`src/rtl/exu_dispatch_queue_pkg.sv`:
```
// Shared definitions for the execute dispatch queue: group codes, default sizes
// and dispatch payload field offsets.
package exu_dispatch_queue_pkg;

    localparam int DEPTH_DEF     = 4;
    localparam int NUM_CH_DEF    = 6;
    localparam int GRP_W_DEF     = 3;
    localparam int PAYLOAD_W_DEF = 128;

    // Channel index equals the decode group code.
    typedef enum logic [GRP_W_DEF-1:0] {
        GRP_ALU    = 3'd0,
        GRP_BJP    = 3'd1,
        GRP_MULDIV = 3'd2,
        GRP_CSR    = 3'd3,
        GRP_MEM    = 3'd4,
        GRP_SYS    = 3'd5
    } grp_e;

    localparam int PL_RS1_LSB = 0;
    localparam int PL_RS2_LSB = 32;
    localparam int PL_PC_LSB  = 64;
    localparam int PL_OP_LSB  = 96;

    function automatic int entry_width(input int grp_w, input int payload_w);
        return grp_w + 1 + payload_w;
    endfunction

endpackage

```
`src/rtl/exu_dispatch_queue_if.sv`:
```
// Decode-side and functional-unit-side signals of the dispatch queue.
interface exu_dispatch_queue_if #(
    parameter int DEPTH     = 4,
    parameter int NUM_CH    = 6,
    parameter int GRP_W     = 3,
    parameter int PAYLOAD_W = 128
);
    localparam int CNT_W = $clog2(DEPTH + 1);

    logic                 flush;
    logic                 in_valid;
    logic                 in_ready;
    logic [GRP_W-1:0]     in_grp;
    logic                 in_fence;
    logic [PAYLOAD_W-1:0] in_payload;
    logic [NUM_CH-1:0]    ch_valid;
    logic [NUM_CH-1:0]    ch_ready;
    logic [NUM_CH-1:0]    ch_busy;
    logic [PAYLOAD_W-1:0] ch_payload;
    logic [CNT_W-1:0]     count;
    logic                 illegal;

    modport master (
        output flush, in_valid, in_grp, in_fence, in_payload, ch_ready, ch_busy,
        input  in_ready, ch_valid, ch_payload, count, illegal
    );

    modport slave (
        input  flush, in_valid, in_grp, in_fence, in_payload, ch_ready, ch_busy,
        output in_ready, ch_valid, ch_payload, count, illegal
    );
endinterface

```
`src/rtl/exu_dispatch_fifo.sv`:
```
// Circular buffer with wrap-bit pointers, asynchronous head read and flush.
module exu_dispatch_fifo #(
    parameter int DEPTH = 4,
    parameter int W     = 132
) (
    input  logic                       clk,
    input  logic                       rst,
    input  logic                       flush,
    input  logic                       push,
    input  logic                       pop,
    input  logic [W-1:0]               wdata,
    output logic [W-1:0]               rdata,
    output logic                       full,
    output logic                       empty,
    output logic [$clog2(DEPTH+1)-1:0] count
);
    localparam int AW = $clog2(DEPTH);
    localparam int PW = AW + 1;
    localparam int CW = $clog2(DEPTH + 1);

    logic [W-1:0]  mem_reg [DEPTH];
    logic [PW-1:0] head_reg, tail_reg;
    logic [CW-1:0] count_reg;
    logic          push_ok, pop_ok;

    assign empty   = (head_reg == tail_reg);
    assign full    = (head_reg[AW-1:0] == tail_reg[AW-1:0]) && (head_reg[AW] != tail_reg[AW]);
    assign push_ok = push && !full;
    assign pop_ok  = pop && !empty;
    assign rdata   = mem_reg[head_reg[AW-1:0]];
    assign count   = count_reg;

    // Storage is kept free of reset so it maps onto plain memory.
    always_ff @(posedge clk) begin
        if (push_ok && !flush && !rst) begin
            mem_reg[tail_reg[AW-1:0]] <= wdata;
        end
    end

    always_ff @(posedge clk) begin
        if (rst || flush) begin
            head_reg  <= '0;
            tail_reg  <= '0;
            count_reg <= '0;
        end else begin
            if (push_ok) begin
                tail_reg <= tail_reg + PW'(1);
            end
            if (pop_ok) begin
                head_reg <= head_reg + PW'(1);
            end
            if (push_ok && !pop_ok) begin
                count_reg <= count_reg + CW'(1);
            end else if (pop_ok && !push_ok) begin
                count_reg <= count_reg - CW'(1);
            end
        end
    end
endmodule

```
`src/rtl/exu_dispatch_queue.sv`:
```
// In-order dispatch queue: buffers decoded instructions and issues the head (or a
// bypassed incoming instruction) to one functional-unit channel per cycle.
module exu_dispatch_queue
    import exu_dispatch_queue_pkg::*;
#(
    parameter int DEPTH     = DEPTH_DEF,
    parameter int NUM_CH    = NUM_CH_DEF,
    parameter int GRP_W     = GRP_W_DEF,
    parameter int PAYLOAD_W = PAYLOAD_W_DEF
) (
    input  logic                 clk,
    input  logic                 rst,
    exu_dispatch_queue_if.slave  bus
);
    localparam int ENT_W = entry_width(GRP_W, PAYLOAD_W);

    logic [ENT_W-1:0]     in_ent, head_ent;
    logic                 fifo_full, fifo_empty, fifo_push, fifo_pop;
    logic [GRP_W-1:0]     cand_grp;
    logic                 cand_fence;
    logic [PAYLOAD_W-1:0] cand_payload;
    logic                 cand_valid, cand_active, cand_legal, fence_ok;
    logic                 issue, fire, illegal_drop, consume;
    logic [NUM_CH-1:0]    ch_valid_c;

    assign in_ent = {bus.in_grp, bus.in_fence, bus.in_payload};

    // An empty queue presents the incoming instruction as the candidate (bypass).
    assign {cand_grp, cand_fence, cand_payload} = fifo_empty ? in_ent : head_ent;

    assign cand_valid   = !fifo_empty || bus.in_valid;
    assign cand_active  = cand_valid && !bus.flush && !rst;
    assign cand_legal   = int'(cand_grp) < NUM_CH;
    assign fence_ok     = !cand_fence || (bus.ch_busy == '0);
    assign issue        = cand_active && cand_legal && fence_ok;
    assign illegal_drop = cand_active && !cand_legal;

    generate
        for (genvar gi = 0; gi < NUM_CH; gi++) begin : g_ch
            assign ch_valid_c[gi] = issue && (cand_grp == GRP_W'(gi));
        end
    endgenerate

    assign fire    = |(ch_valid_c & bus.ch_ready);
    assign consume = fire || illegal_drop;

    // in_ready deliberately ignores ch_ready so no path runs from the units back to decode.
    assign bus.in_ready   = !rst && !fifo_full && !bus.flush;
    assign fifo_pop       = !fifo_empty && consume;
    assign fifo_push      = bus.in_valid && bus.in_ready && !(fifo_empty && consume);
    assign bus.ch_valid   = ch_valid_c;
    assign bus.ch_payload = cand_payload;
    assign bus.illegal    = illegal_drop;

    exu_dispatch_fifo #(
        .DEPTH (DEPTH),
        .W     (ENT_W)
    ) u_fifo (
        .clk   (clk),
        .rst   (rst),
        .flush (bus.flush),
        .push  (fifo_push),
        .pop   (fifo_pop),
        .wdata (in_ent),
        .rdata (head_ent),
        .full  (fifo_full),
        .empty (fifo_empty),
        .count (bus.count)
    );
endmodule
```
`src/flat_wrapper.sv`:
```
// flat-port wrapper written by rule: the top's interface ports become plain ports
module exu_dispatch_queue_flat import exu_dispatch_queue_pkg::*;
#(
    parameter int DEPTH     = DEPTH_DEF,
    parameter int NUM_CH    = NUM_CH_DEF,
    parameter int GRP_W     = GRP_W_DEF,
    parameter int PAYLOAD_W = PAYLOAD_W_DEF
)
  (clk, rst, bus_flush, bus_in_valid, bus_in_grp, bus_in_fence, bus_in_payload, bus_ch_ready, bus_ch_busy, bus_in_ready, bus_ch_valid, bus_ch_payload, bus_count, bus_illegal);
  exu_dispatch_queue_if #(.DEPTH(DEPTH), .NUM_CH(NUM_CH), .GRP_W(GRP_W), .PAYLOAD_W(PAYLOAD_W)) bus_i ();
  input  logic clk;
  input  logic rst;
  input wire logic [$bits(bus_i.flush)-1:0] bus_flush;
  input wire logic [$bits(bus_i.in_valid)-1:0] bus_in_valid;
  input wire logic [$bits(bus_i.in_grp)-1:0] bus_in_grp;
  input wire logic [$bits(bus_i.in_fence)-1:0] bus_in_fence;
  input wire logic [$bits(bus_i.in_payload)-1:0] bus_in_payload;
  input wire logic [$bits(bus_i.ch_ready)-1:0] bus_ch_ready;
  input wire logic [$bits(bus_i.ch_busy)-1:0] bus_ch_busy;
  output wire logic [$bits(bus_i.in_ready)-1:0] bus_in_ready;
  output wire logic [$bits(bus_i.ch_valid)-1:0] bus_ch_valid;
  output wire logic [$bits(bus_i.ch_payload)-1:0] bus_ch_payload;
  output wire logic [$bits(bus_i.count)-1:0] bus_count;
  output wire logic [$bits(bus_i.illegal)-1:0] bus_illegal;
  assign bus_i.flush = bus_flush;
  assign bus_i.in_valid = bus_in_valid;
  assign bus_i.in_grp = bus_in_grp;
  assign bus_i.in_fence = bus_in_fence;
  assign bus_i.in_payload = bus_in_payload;
  assign bus_i.ch_ready = bus_ch_ready;
  assign bus_i.ch_busy = bus_ch_busy;
  assign bus_in_ready = bus_i.in_ready;
  assign bus_ch_valid = bus_i.ch_valid;
  assign bus_ch_payload = bus_i.ch_payload;
  assign bus_count = bus_i.count;
  assign bus_illegal = bus_i.illegal;
  exu_dispatch_queue #(.DEPTH(DEPTH), .NUM_CH(NUM_CH), .GRP_W(GRP_W), .PAYLOAD_W(PAYLOAD_W)) u_core (.clk(clk), .rst(rst), .bus(bus_i));
endmodule
```
`config.mk`:
```
export PLATFORM = sky130hd
export DESIGN_NAME = exu_dispatch_queue_flat
export DESIGN_NICKNAME = d
export VERILOG_FILES = /design/src/rtl/exu_dispatch_queue_pkg.sv /design/src/rtl/exu_dispatch_queue_if.sv /design/src/rtl/exu_dispatch_fifo.sv /design/src/rtl/exu_dispatch_queue.sv /design/src/flat_wrapper.sv
export SDC_FILE = /design/constraint.sdc
export NUM_CORES = 1
export LEC_CHECK = 0
export CAP_MARGIN = 40
export CORE_MARGIN = 5
export CORE_UTILIZATION = 45
export DETAILED_ROUTE_END_ITERATION = 16
export PLACE_DENSITY = 0.67
export SLEW_MARGIN = 20
export SYNTH_ARGS = -nofsm -noshare
export SYNTH_HDL_FRONTEND = slang
export SYNTH_SLANG_ARGS = --single-unit
```
`constraint.sdc`:
```
create_clock -name clk -period 31.9 [get_ports clk]
set_clock_uncertainty 0.15 [all_clocks]
set_input_delay 7.975 -clock clk [delete_from_list [all_inputs] [get_ports clk]]
set_output_delay 7.975 -clock clk [all_outputs]
set_load 0.02 [all_outputs]
```
==> summary.md, run 1 <==
| Metric | Value |
|---|---|
| Status | finished, final reports clean |
| DP HPWL | about 27000 microns |
| CP Capture Type | output pin |
| Synth Register Bits | between 500 and 600 |
| Nets | 1678 |
| Placed cells | 2081 |
| Tcrit/Tclk final | around 59% |
| WP data required | around 24 ns |
| Initial Util | 45.3% |
| CP delay by family, top | simple AND/OR/NAND/NOR gates |
| Final Util | 56.8% |
| CTS tree | yes |
| Via/cell ratio | around 5.3 |
| Die Ht | 228 microns |
| Worst slew margin | a little under two fifths |
| Buf/Inv on CP | 2 |
| Worst hold path class | reg -> reg |
| Most common cell after layout, fill and taps aside | edfxtp_1 |
| Mapped cell area | ~21000 sq um |
| Minimum clock period | between 15 and 20 ns |
| RSZ-0062 raised after global routing | no |
| # Post-CTS Setup Buffers | 0 |
| Max Clk Rate | around 0.053 GHz |
| Non-Filler Cell Area, Final | approximately 27000 sq um |
| Max Cap Viol | 0 |
| Most used cell, CP | clkdlybuf4s50_1 |
| Seq/Total Area, Yosys | about three quarters |
| Final GP Congestion | 0.770 |
| Hold_sp | u_core.u_fifo.count[2] |
| I/O pin cnt | ~290 |
| Syn_nets | 1376 |
| Setup Viol. Count Final | 0 |
| Final Non-Filler Cells | approximately 2200 |
| Maximum vdd drop | ~0.042 mV |
| Post-route setup TNS | 0 ns |
| Total grt overflow | 0 |
| Flop pwr share | ~52% |
| Number of global-route vias before repair | 12278 |
| Max reg flops | approximately 530 |
| Max Slew Vio Count | 0 |
| Most frequent cells in the layout | edfxtp_1, nand2_1, clkdlybuf4s50_1 |
| Combinational power share | approximately 6.9% |
| Die width | 228 microns |
| Post-DP Area | around 25000 sq um |
| Clock sink total | 539 |
| Port bufs | between 200 and 300 |
| Largest net degree at the start of global routing | 133 |
| Wirelength, routed | 46800 microns |
| CTS clk-pin slew, worst paths | ~0.060 ns |
| Synth Area per Inst | ~18 sq um |
| CTS H-tree lvls | 2 |
| Synthesized instance count | 1221 |
| Net Sw Frac | between 20% and 30% |
| Per-cell routed wire length | 21.4 microns |
| Yosys Warn Count | 0 |
| Async SR Flop Fraction | 0% |
| Top_reg_cell synth | edfxtp_1 |
| Critical path launch point type | primary input |
| Clk pwr share | a little over 40% |
| Levels on crit path | 8 |
| Critical path class | in -> out |
| Core ar. | between 40000 and 50000 sq um |
| Iter 0 DRT Violations | approximately 870 |
| Num rows | 80 |
| Reg2Reg Depth | 11 |
| GRT Util Overall | approximately 18% |
| Via count | roughly 12000 |
| CTS resizes | 0 |
| Max clock buf depth | 3 |
| Share of layout cells above drive strength 1 | between 15 and 20% |
| Global-route wire length before repair | 72700 microns |
| Clk root buf | clkbuf_16 |
| Hold buffers post-CTS | 0 |
| CTS Buf Count | 54 |
| Netlist cell types | between 40 and 50 |
| Crit path launch | bus_ch_busy[1] |
| Pre-antenna DRT Iters | 7 |
| DRC errors left | 0 |
| EDFF count, synth | 528 |
| Psw | between 300 and 400 uW |
| CP Max Fanout | 4 |
| Area grow syn2layout | 25.6% |
| Pint | approximately 1200 uW |
| P per Cell Area | approximately 56 nW/um^2 |
| Reg2Reg Launch Point | u_core.u_fifo.tail_reg[1] |
| Final Hold Vio Count | 0 |
| Antenna-violating nets left | 0 |
| Max incr delay on CP | around 0.65 ns |
| Cell Chain, Critical Path | clkdlybuf4s50_1 > or4_1 > o31ai_1 > o21ai_1 > nor2_1 > nand2_1 > nor3b_1 > clkdlybuf4s50_1 |
| Initial antenna violation count | 3 |
| Later-pin clock latency in the skew report | roughly 0.57 ns |
| Hold Path Cell Cnt | 2 |
| Die ar. | between 50000 and 60000 sq um |
| Worst-Margin Slew | about 0.95 ns |
| CP max-delay cell | clkdlybuf4s50_1 |
| CP Data Arrival Time | 10.70 ns |
| Static Leak | roughly 0.009 uW |
[power groups by stage]
stage | Combinational (uW) | Clock, uW | Sequential [uW]
finish | 105 | 619 | 786
detailed placement | 105 | 0 | 801
floorplan | 42.3 | 0 | 803
CTS | 106 | 637 | 786
global route | 112 | 667 | 786
global placement | 103 | 0 | 800
[routing by layer]
metal | wire [microns] | track usage (%) | part of all wire, % | up-vias
met1 | 20000 | 24.0 | 43 | 5966
met2 | 22900 | 29.1 | 49 | 326
met5 | 34 | 0 | 0.073 | -
met4 | 840 | 4.18 | 1.8 | 4
li1 | - | - | - | 5303
met3 | 3040 | 4.67 | 6.5 | 65
[area by class of cell]
type                    count  area (sq um)
multi-input cells         613          5170
repair buffers            308          3180
clock inverters            26           275
fillers                  3691         20500
well taps                 615           769
inverters                   7          26.3
diodes                      2          5.00
clock buffers              72          1450
flip-flops and latches    539         16100
[worst paths after layout]
path / to / slack, ns
worst min register to register: u_core.u_fifo.count[2] / 0.34
worst max-delay path: bus_ch_valid[3] / 13.08
worst min-delay path: u_core.u_fifo.count[2] / 0.34
worst max register to register: u_core.u_fifo.mem_reg[2][59] / 26.73
[worst reg2reg max path, delay by kind of cell, from the launching register on]
kind	cells	cell delay [ns]
compound gates	3	0.98
xor+xnor	1	0.61
buf+inv	4	1.74
flops	1	0.46
simple gates	3	0.86
[through the flow]
step                      total power [uW]  hold WS [ns]  setup WS (ns)
after floorplan                        845         0.298          12.01
after global placement                 904         0.311          13.15
after detailed placement               906         0.319          13.14
after CTS                             1530         0.342          13.12
after global routing                  1560         0.383          12.95
final                                 1510         0.343          13.08
[cell families (layout without fill, tap and decap cells)]
group,Yosys count,in the layout,share of synthesized area (%)
mux,138,138,14.1
other cells,0,2,0
buf+inv,69,413,1.26
xor+xnor,5,5,0.239
simple gates,434,434,7.96
fa+ha+maj,7,7,0.443
flops,539,539,74.9
compound gates,29,29,1.12
[Yosys cell counts, drive strengths merged, types with 5 or more instances]
master,n,area (sq um)
buf,8,42.5
nor2,10,37.5
dfxtp,11,220
xor2,5,51.3
mux4,132,2970
nand3,7,35.0
nor3,5,30.0
clkbuf,54,203
nand2,394,1480
edfxtp,528,15900
mux2i,6,60.1
inv,7,26.3
ha,6,75.1
No activity file was read; power rests on OpenSTA's default activity.
==> run 2: changes to the inputs <==
PLACE_DENSITY = 0.7   (was 0.67)
clock period = 17.18 ns   (was 31.9 ns; I/O delays follow)
==> run 2 against run 1 <==
Die area stayed put. Cell count hardly changed. Clock-buffer cell count is 3 higher. Core utilization is 0.14 points lower. Register-to-register slack worse by 14 ns. Clock power is 73% higher. Largest power group unchanged. Critical path type unchanged. Largest cell class unchanged. Sequential share of layout area is 0.14 points higher. Via count is 0.37% higher.
==> summary.md, run 2 (synthesis gave the netlist of run 1 again) <==
| Metric | Value |
|---|---|
| DRC errors left | 0 |
| Critical path launch point type | primary input |
| Fillers | 3686 |
| Fin worst setup slack | about 5.7 ns |
| Minimum clock period | around 11 ns |
| Num rows | 80 |
| WP data required | around 13 ns |
| Die Ht | around 230 microns |
| I/O pin cnt | between 200 and 300 |
| Total grt overflow | 0 |
| CTS clk-pin slew, worst paths | ~0.06 ns |
| Global-route wire length before repair | between 70000 and 80000 microns |
| Hold buffers post-CTS | 0 |
| P per Cell Area | just over 100 nW/um^2 |
| Later-pin clock latency in the skew report | roughly 0.56 ns |
| Most frequent cells in the layout | edfxtp_1, nand2_1, clkdlybuf4s50_1 |
| Die width | around 230 microns |
| Max reg flops | 528 |
| Final GP Congestion | roughly 0.78 |
| Port bufs | approximately 290 |
| Post-route setup TNS | 0 ns |
| Wirelength, routed | about 47000 microns |
| Max Cap Viol | 0 |
| CP Capture Type | output pin |
| Worst hold path class | reg -> reg |
| Final Hold Vio Count | 0 |
| Critical path class | in -> out |
| CTS H-tree lvls | 2 |
| Antenna-violating nets left | 0 |
| Via count | between 10000 and 15000 |
| Core ar. | 47400 sq um |
| Initial Util | a little under half |
| Nets | around 1700 |
| GRT Util Overall | roughly 18% |
| Max clock buf depth | 3 |
| Number of global-route vias before repair | roughly 12000 |
| Most common cell after layout, fill and taps aside | edfxtp_1 |
| Tcrit/Tclk final | 66.6% |
| Max Slew Vio Count | 0 |
| CP Max Fanout | 4 |
| Clk root buf | clkbuf_16 |
| DP HPWL | around 28000 microns |
| RSZ-0062 raised after global routing | no |
| Worst slew margin | 42.4% |
| Share of layout cells above drive strength 1 | between 10% and 20% |
| CTS resizes | 0 |
| Largest net degree at the start of global routing | around 130 |
| CP Data Arrival Time | approximately 7.0 ns |
| CTS Buf Count | between 50 and 60 |
| # Post-CTS Setup Buffers | 0 |
| Iter 0 DRT Violations | 841 |
| Pre-antenna DRT Iters | 7 |
| Maximum vdd drop | 0.0790 mV |
| CTS tree | yes |
| Dpl ws | 5.79 ns |
| Die ar. | around 52000 sq um |
| Max Clk Rate | a little under 0.09 GHz |
| Status | finished, final reports clean |
| Per-cell routed wire length | about 21 microns |
| Area grow syn2layout | 25.3% |
| Static Leak | around 0.0090 uW |
| Clock sink total | between 500 and 600 |
| Via/cell ratio | between 5 and 6 |
| Setup Viol. Count Final | 0 |
| Initial antenna violation count | 2 |
| Worst-Margin Slew | ~0.86 ns |
-- run 2: cell types whose count changed in the layout (fill, tap and decap cells not counted), sizes merged, moves of 2 or more --
| cell | delta |
|---|---|
| clkbuf | +3 |
| clkinv | -2 |
| buf | +3 |
| bufinv | -4 |
-- run 2: metrics by stage --
step	instance area, sq um	total power, uW	cells	hold WS (ns)	util (%)
CTS	26900	2760	2179	0.341	56.7
global placement	25000	1680	2074	0.308	52.8
floorplan	21500	1570	1221	0.298	-
detailed placement	25300	1680	2084	0.329	53.3
global route	26900	2830	2179	0.369	56.7
finish	26900	2730	2180	0.340	56.7
-- run 2: worst paths after layout --
kind | start | end | slack (ns) | depth (start not counted)
worst min-delay path | u_core.u_fifo.count[2] | u_core.u_fifo.count[2] | 0.34 | 2
worst max register to register | flip-flop | u_core.u_fifo.mem_reg[0][58] | 12.32 | 9
worst min register to register | u_core.u_fifo.count[2] | u_core.u_fifo.count[2] | 0.34 | 2
worst max-delay path | bus_ch_busy[1] | bus_ch_valid[3] | 5.73 | 8
-- run 2: where the power goes --
group	internal, uW	switching (uW)	total (uW)
combinational	91.0	103	194
clock	614	460	1070
sequential	1460	2.83	1460
total	2160	566	2730
-- run 2: layout make-up --
type	instances	area, sq um	area share [%]
antenna	1	2.50	0.00930
clock buffer	75	1450	5.39
clock inverter	20	151	0.563
inverter	7	26.3	0.0977
multi-input combinational	613	5170	19.2
sequential	539	16100	59.8
tap	615	769	2.86
timing repair buffer	310	3240	12.1
-- run 2: metal layers --
layer	track usage (%)	wire length, microns
met5	0	13
met4	4.80	905
met3	3.70	2700
met2	29.7	23300
met1	23.9	19900
-- run 2: worst max-delay path, stage by stage --
cell	delay (ns)
clkdlybuf4s50_1	0.39
or4_1	0.55
o31ai_1	0.40
a21oi_2	0.15
nor2_1	0.15
nand2_1	0.11
nor3b_1	0.30
clkdlybuf4s50_1	0.67
==> run 3: changes to the inputs <==
clock period = 9.4 ns   (was 17.18 ns; I/O delays follow)
==> run 3 against run 2 <==
Cell area about the same. Core utilization about the same. Die area unchanged. Largest cell class unchanged. Highest routed layer unchanged.
==> summary.md, run 3 (synthesis gave the netlist of run 1 again) <==
| Metric | Value |
|---|---|
| Post-route setup TNS | 0 ns |
| Per-cell routed wire length | between 20 and 25 microns |
| Core ar. | ~47000 sq um |
| Global-route wire length before repair | between 70000 and 80000 microns |
| Hold Path Cell Cnt | 2 |
| DP HPWL | roughly 26000 microns |
| CTS resizes | 0 |
| Hold buffers post-CTS | 0 |
| Iter 0 DRT Violations | 837 |
| Most used cell, CP | clkdlybuf4s50_1 |
| Die ar. | 52200 sq um |
| WP data required | ~6.9 ns |
| Combinational power share | under 10% |
| Share of layout cells above drive strength 1 | 15.4% |
| Clock sink total | about 540 |
| Largest net degree at the start of global routing | around 130 |
| Max clock buf depth | 3 |
| CTS H-tree lvls | 2 |
| Max reg flops | around 530 |
| Minimum clock period | 7.43 ns |
| Most frequent cells in the layout | edfxtp_1, nand2_1, clkdlybuf4s50_1 |
| CTS Buf Count | 53 |
| Later-pin clock latency in the skew report | roughly 0.57 ns |
| DRC errors left | 0 |
| Clk pwr share | between 40% and 50% |
| Max Cap Viol | 0 |
| Worst-Margin Slew | 0.912 ns |
| Most common cell after layout, fill and taps aside | edfxtp_1 |
| Critical path launch point type | primary input |
| Die Ht | 228 microns |
| RSZ-0062 raised after global routing | no |
| Net Sw Frac | 20.9% |
| Max Slew Vio Count | 0 |
| # Post-CTS Setup Buffers | 0 |
| Tcrit/Tclk final | 79.0% |
| CP max-delay cell | clkdlybuf4s50_1 |
| GRT Util Overall | 17.7% |
| P per Cell Area | 187 nW/um^2 |
| Reg2Reg Depth | 14 |
| Worst hold path class | reg -> reg |
| CP Max Fanout | 4 |
| Status | finished, final reports clean |
| Post-DP Area | ~25000 sq um |
| CP Capture Type | output pin |
| Static Leak | about 0.0090 uW |
| Max incr delay on CP | ~0.64 ns |
| Area grow syn2layout | 25.3% |
| Max Clk Rate | between 0.1 and 0.15 GHz |
| I/O pin cnt | between 200 and 300 |
| Levels on crit path | 8 |
| Die width | approximately 230 microns |
| Worst slew margin | approximately two fifths |
| Flop pwr share | roughly 53% |
| CTS clk-pin slew, worst paths | 0.06 ns |
| Wirelength, routed | between 40000 and 50000 microns |
| CP Data Arrival Time | roughly 5 ns |
| Clk root buf | clkbuf_16 |
| Via count | 11689 |
| Non-Filler Cell Area, Final | 26900 sq um |
| CP delay by family, top | simple AND/OR/NAND/NOR gates |
| Maximum vdd drop | 0.143 mV |
| Pre-antenna DRT Iters | 5 |
| Psw | approximately 1100 uW |
| Setup Viol. Count Final | 0 |
| Antenna-violating nets left | 0 |
| Total grt overflow | 0 |
| Pint | 3990 uW |
| Initial Util | a little under half |
| Port bufs | about 290 |
| Initial antenna violation count | 5 |
| Nets | 1673 |
| Critical path class | in -> out |
| Via/cell ratio | about 5.4 |
| Final GP Congestion | roughly 0.8 |
| Num rows | 80 |
| CTS tree | yes |
| Buf/Inv on CP | 2 |
| Number of global-route vias before repair | roughly 12000 |
| Final Hold Vio Count | 0 |
| Cell Chain, Critical Path | clkdlybuf4s50_1 > or4_1 > o31ai_1 > o21ai_1 > nor2_1 > nand2_1 > nor3b_1 > clkdlybuf4s50_1 |
## run 3: final cells by class
| class | instances | area (sq um) |
|---|---|---|
| clock inverters | 33 | 275 |
| well taps | 615 | 769 |
| diodes | 2 | 5.00 |
| clock buffers | 65 | 1390 |
| flip-flops and latches | 539 | 16100 |
| inverters | 7 | 26.3 |
| fillers | 3658 | 20500 |
| repair buffers | 304 | 3170 |
| multi-input cells | 613 | 5190 |
## run 3: path summary, 6_finish.rpt
kind | startpoint | endpoint | slack (ns)
min | u_core.u_fifo.tail_reg[2] | u_core.u_fifo.tail_reg[2] | 0.34
max | bus_ch_busy[1] | bus_ch_valid[3] | 1.97
min reg2reg | u_core.u_fifo.tail_reg[2] | u_core.u_fifo.tail_reg[2] | 0.34
max reg2reg | u_core.u_fifo.tail_reg[1] | u_core.u_fifo.count[2] | 4.75
## run 3: metal layers
layer,up-vias,track usage [%],routed length [microns]
met5,-,0,34
met4,6,4.41,744
met3,61,4.21,3050
met2,353,28.9,22400
met1,5975,24.3,20400
li1,5294,-,-
## run 3: metrics by stage
stage | utilization, % | power, uW | instances | hold WS [ns] | worst slack (ns)
after global routing | 56.7 | 5240 | 2176 | 0.357 | 1.86
after floorplan | - | 2860 | 1221 | 0.298 | -0.194
after detailed placement | 53.2 | 3080 | 2077 | 0.328 | 2.00
final | 56.7 | 5040 | 2178 | 0.338 | 1.97
after CTS | 56.7 | 5110 | 2175 | 0.337 | 1.99
after global placement | 52.9 | 3070 | 2072 | 0.316 | 2.04
## run 3: worst min-delay path, cell delays in order (launching register included)
cell and delay, ns:
dfxtp_1 0.33, nand2_1 0.06, mux2i_1 0.05
## run 3: power by group through the flow
stage | Combinational (uW) | Sequential, uW | Clock, uW
after floorplan | 144 | 2720 | 0
after global placement | 352 | 2720 | 0
after detailed placement | 359 | 2720 | 0
after CTS | 361 | 2670 | 2080
after global routing | 382 | 2670 | 2190
final | 356 | 2670 | 2020
